File: src/rtl/pulse_spacer_pkg.sv
// Shared types for the pulse spacer: FSM state encodings and the gap counter sizing helper.
package pulse_spacer_pkg;

  typedef enum logic [1:0] {
    ST_IDLE = 2'd0,
    ST_FIRE = 2'd1,
    ST_WAIT = 2'd2
  } state_t;

  // Gap counter width: clog2(gap), never narrower than one bit.
  function automatic int gap_cnt_width(input int gap);
    int w;
    w = $clog2(gap);
    return (w < 1) ? 1 : w;
  endfunction

endpackage

File: src/rtl/pulse_spacer.sv
// Queues single-cycle event pulses and re-issues them at least GAP src_clk cycles apart,
// ahead of a toggle-based pulse synchroniser; events arriving on a full queue are dropped and flagged.
module pulse_spacer
  import pulse_spacer_pkg::*;
#(
  parameter int CNT_W = 4,
  parameter int GAP   = 4
) (
  input  logic             src_clk,
  input  logic             src_rst,
  input  logic             pulse_in,
  input  logic             ovf_clr,
  output logic             pulse_out,
  output logic [CNT_W-1:0] pending,
  output logic             busy,
  output logic             overflow
);

  localparam int               GW       = gap_cnt_width(GAP);
  localparam logic [CNT_W-1:0] PEND_MAX = {CNT_W{1'b1}};
  localparam logic [CNT_W-1:0] PEND_ONE = CNT_W'(1);
  localparam logic [GW-1:0]    GAP_LOAD = GW'(GAP - 2);
  localparam logic [GW-1:0]    GAP_ONE  = GW'(1);

  if (GAP < 2) begin : g_gap_check
    $error("pulse_spacer: GAP must be at least 2");
  end

  state_t           state_r;
  state_t           state_nx_s;
  logic [GW-1:0]    gap_cnt_r;
  logic             work_s;
  logic             issue_s;
  logic             accept_s;
  logic             drop_s;
  logic [CNT_W-1:0] pending_nx_s;

  // Issue/accept decisions and the next queue depth and state.
  always_comb begin
    work_s   = (pending != {CNT_W{1'b0}}) | pulse_in;
    issue_s  = work_s & ((state_r == ST_IDLE) |
                         ((state_r == ST_WAIT) & (gap_cnt_r == {GW{1'b0}})));
    accept_s = pulse_in & ((pending != PEND_MAX) | issue_s);
    drop_s   = pulse_in & ~accept_s;

    if (accept_s && !issue_s) begin
      pending_nx_s = pending + PEND_ONE;
    end else if (!accept_s && issue_s) begin
      pending_nx_s = pending - PEND_ONE;
    end else begin
      pending_nx_s = pending;
    end

    case (state_r)
      ST_IDLE: state_nx_s = issue_s ? ST_FIRE : ST_IDLE;
      ST_FIRE: state_nx_s = ST_WAIT;
      ST_WAIT: begin
        if (gap_cnt_r != {GW{1'b0}}) begin
          state_nx_s = ST_WAIT;
        end else begin
          state_nx_s = issue_s ? ST_FIRE : ST_IDLE;
        end
      end
      default: state_nx_s = ST_IDLE;
    endcase
  end

  // FSM, gap timer, queue depth and registered status outputs.
  always_ff @(posedge src_clk) begin
    if (src_rst) begin
      state_r   <= ST_IDLE;
      gap_cnt_r <= {GW{1'b0}};
      pending   <= {CNT_W{1'b0}};
      pulse_out <= 1'b0;
      busy      <= 1'b0;
      overflow  <= 1'b0;
    end else begin
      state_r <= state_nx_s;
      if (state_r == ST_FIRE) begin
        gap_cnt_r <= GAP_LOAD;
      end else if ((state_r == ST_WAIT) && (gap_cnt_r != {GW{1'b0}})) begin
        gap_cnt_r <= gap_cnt_r - GAP_ONE;
      end else begin
        gap_cnt_r <= gap_cnt_r;
      end
      pending   <= pending_nx_s;
      pulse_out <= (state_nx_s == ST_FIRE);
      busy      <= (state_nx_s != ST_IDLE) | (pending_nx_s != {CNT_W{1'b0}});
      // A drop in the same cycle as a clear keeps the flag set.
      if (drop_s) begin
        overflow <= 1'b1;
      end else if (ovf_clr) begin
        overflow <= 1'b0;
      end else begin
        overflow <= overflow;
      end
    end
  end

endmodule

File: config.mk
export PLATFORM = sky130hd
export DESIGN_NAME = pulse_spacer
export DESIGN_NICKNAME = d
export VERILOG_FILES = /design/src/rtl/pulse_spacer_pkg.sv /design/src/rtl/pulse_spacer.sv
export SDC_FILE = /design/constraint.sdc
export NUM_CORES = 1
export LEC_CHECK = 0
export ABC_CLOCK_PERIOD_IN_PS = 5680
export BUFFER_PORTS_ARGS = -buffer_cell sky130_fd_sc_hd__buf_2
export CAP_MARGIN = 40
export CORE_AREA = 2 2 39 41
export CTS_CLUSTER_DIAMETER = 200
export DETAILED_ROUTE_END_ITERATION = 7
export DIE_AREA = 0 0 41 43
export GPL_ROUTABILITY_DRIVEN = 1
export GPL_TIMING_DRIVEN = 0
export PLACE_DENSITY = 0.72
export SLEW_MARGIN = 20
export SYNTH_ARGS = -nofsm -noshare
export SYNTH_HDL_FRONTEND = slang
export SYNTH_SLANG_ARGS = --single-unit
File: constraint.sdc
create_clock -name src_clk -period 5.68 [get_ports src_clk]
set_clock_uncertainty 0.05 [all_clocks]
set_input_delay 1.136 -clock src_clk [delete_from_list [all_inputs] [get_ports src_clk]]
set_output_delay 1.136 -clock src_clk [all_outputs]
set_load 0.005 [all_outputs]
==> results.sh <==
export IMPL_crit_required_ps=5770
export IMPL_cts_buffers=3
export IMPL_clock_path_buffers=2
export IMPL_hold_buffers=0
export IMPL_synthXorXnorAreaFrac=0.0262
export IMPL_start_util=0.484
export IMPL_route_vias_total=552
export IMPL_dpl_cell_area_um2=739
export IMPL_finalCritPeriodShare=0.452
export IMPL_grt_pass1_wl_mm=2.04
export IMPL_synthFlopType="dfxtp_1"
export IMPL_start_kind="input pin"
export IMPL_antenna_cells=0
export IMPL_dieArea_um2=1760
export IMPL_cts_tree="yes"
export IMPL_max_freq_ghz=0.390
export IMPL_worstSetupPathType="in2reg"
export IMPL_synth_seq_cells=11
export IMPL_numPortBuffers=10
export IMPL_final_core_util=0.554
export IMPL_post_cts_repair_setup_buffers=0
export IMPL_yosys_warnings=0
export IMPL_min_path_cells=1
export IMPL_grt_setup_unrepaired="no"
export IMPL_hold_viol_final=0
export IMPL_pin_count=11
export IMPL_synth_distinct_cells=30
export IMPL_core_area_um2=1380
export IMPL_finalCriticalPeriod_ps=2570
export IMPL_cp_arrival_ps=2660
export IMPL_leakage_nw=0.357
export IMPL_wl_per_cell_um=11.2
export IMPL_finalSetupViolCount=0
export IMPL_die_x_um=41
export IMPL_synth_top_family_by_area="simple AND/OR/NAND/NOR gates"
export IMPL_syn_inst=75
export IMPL_multiInputGateArea_um2=403
export IMPL_fin_setup_tns_ps=0
export IMPL_syn_num_nets=83
export IMPL_worst_path_max_fanout=10
export IMPL_syn_area_um2=669
export IMPL_gp_congestion=0.815
export IMPL_yosysTopAreaCellShare=0.329
export IMPL_htree_num_levels=1
export IMPL_final_layout_size_suffix_gt1_frac=0.247
export IMPL_n_fill_cell=124
export IMPL_worst_slew_pin_slew_ps=452
export IMPL_syn_avg_cell_area_um2=8.93
export IMPL_synthAdderAreaFrac=0.0748
export IMPL_grt_pass1_vias=490
export IMPL_max_slew_margin=0.696
export IMPL_synthTopCellsByCount="dfxtp_1, nor2_1, inv_1, nor2b_1"
export IMPL_grt_max_degree=11
export IMPL_ant_nets=0
export IMPL_min_path_type="reg2reg"
export IMPL_ir_worst_vdd_v=0.000296
export IMPL_seq_area_frac_synth=0.329
export IMPL_grt_overflow_total=0
export IMPL_area_growth_pct=14.6
export IMPL_r2r_cells=8
export IMPL_path_clk_slew_ps=70
export IMPL_ys_top_cells_by_area="dfxtp_1, ha_1, nor2_1, mux2i_1, nor2b_1"
export IMPL_wirelength_mm=1.18
export IMPL_async_flop_share=0
export IMPL_fin_nets=98
export IMPL_synth_compound_area_share=0.146
export IMPL_row_count=14
export IMPL_die_y_um=43
export IMPL_drv_cap=0
export IMPL_drt_iter0_markers=10
export IMPL_viasPerCell=5.26
export IMPL_drtPass1Iterations=4
export IMPL_synth_edff_count=0
export IMPL_drc_errors=0
export IMPL_antenna_found_initial=0
export IMPL_final_area_um2=767
export IMPL_post_dp_hpwl_um=923
export IMPL_powerDensity_nw_per_um2=455
export IMPL_final_seq_area_um2=220
export IMPL_synth_simple_area_share=0.256
export IMPL_fin_hold_ws_ps=473
export IMPL_yosys_area_top_type="dfxtp_1"
export IMPL_cts_resized=0
export IMPL_run_status="finished clean"
export IMPL_dp_slack_ps=2830
export IMPL_cts_sinks=11
export IMPL_synth_mux_area_frac=0.0991
export IMPL_slew_violations=0
export IMPL_cp_end_kind="flip-flop"
export IMPL_cts_root_buf="clkbuf_4"
export IMPL_rrSetupSlack_ps=3330
export IMPL_worst_slack_ps=3110
export IMPL_grt_usage=0.169
export IMPL_clkLatencyLatePin_ps=260
-- cells by family after synthesis --
group,count (synthesis)
buffers and inverters,10
flip-flops,11
adder cells (fa/ha/maj),4
AND/OR/NAND/NOR,30
multiplexers,6
XOR/XNOR,2
AO/OA/AOI/OAI,12
-- cell usage in the layout (no fill, tap or decap), drive strengths merged, types with 2 or more instances in the layout --
cell type	n
dfxtp	11
mux2	2
clkbuf	5
mux2i	4
nand2	3
xnor2	2
nand2b	2
nor2b	6
buf	12
nand3	2
ha	4
inv	6
a21oi	3
a211o	2
nor2	11
-- per-layer routing --
metal  vias to the layer above  share of wire  track usage
met5                         -              0            0
met4                         0              0       0.0200
met3                         0          0.040       0.0785
met2                         8           0.51        0.269
met1                       255           0.45        0.209
li1                        289              -            -
-- cell type report --
| cell class | count | area share |
|---|---|---|
| well taps | 16 | 0.0261 |
| clock buffers | 3 | 0.0294 |
| inverters | 6 | 0.0294 |
| multi-input cells | 54 | 0.525 |
| repair buffers | 10 | 0.0653 |
| flip-flops and latches | 11 | 0.287 |
| plain buffers | 4 | 0.0310 |
| clock inverters | 1 | 0.00653 |
-- worst max-delay path, cell delays in order --
cell	delay, ps
buf_2	110
buf_2	170
or4_1	550
nor4_2	190
nand2_1	120
a311oi_2	280
o211ai_2	90
-- final timing paths --
path / start / to
worst max-delay path: pulse_in / busy$_SDFF_PP0_
worst min-delay path: state_r[1]$_SDFF_PP0_ / gap_cnt_r[1]$_SDFFE_PP0P_
worst max register to register: pending[0]$_SDFF_PP0_ / busy$_SDFF_PP0_
worst min register to register: state_r[1]$_SDFF_PP0_ / gap_cnt_r[1]$_SDFFE_PP0P_
-- through the flow --
step / total power [W] / instances
2_1_floorplan: 0.000257 / 75
3_3_place_gp: 0.000296 / 101
3_5_place_dp: 0.000299 / 101
4_1_cts: 0.000353 / 105
5_1_grt: 0.000381 / 105
6_report: 0.000349 / 105
-- power by group --
group          internal (W)  leakage, nW  switching [W]
Clock             0.0000260       0.0177      0.0000260
Combinational     0.0000908        0.248      0.0000818
Sequential         0.000100       0.0909      0.0000237
Total              0.000217        0.357       0.000132
-- state kept, by name, indices dropped and copies added (netlist names) --
name,count
state_r,2
busy,1
overflow,1
pulse_out,1
pending,4
gap_cnt_r,2
No activity file was read; power rests on OpenSTA's default activity.
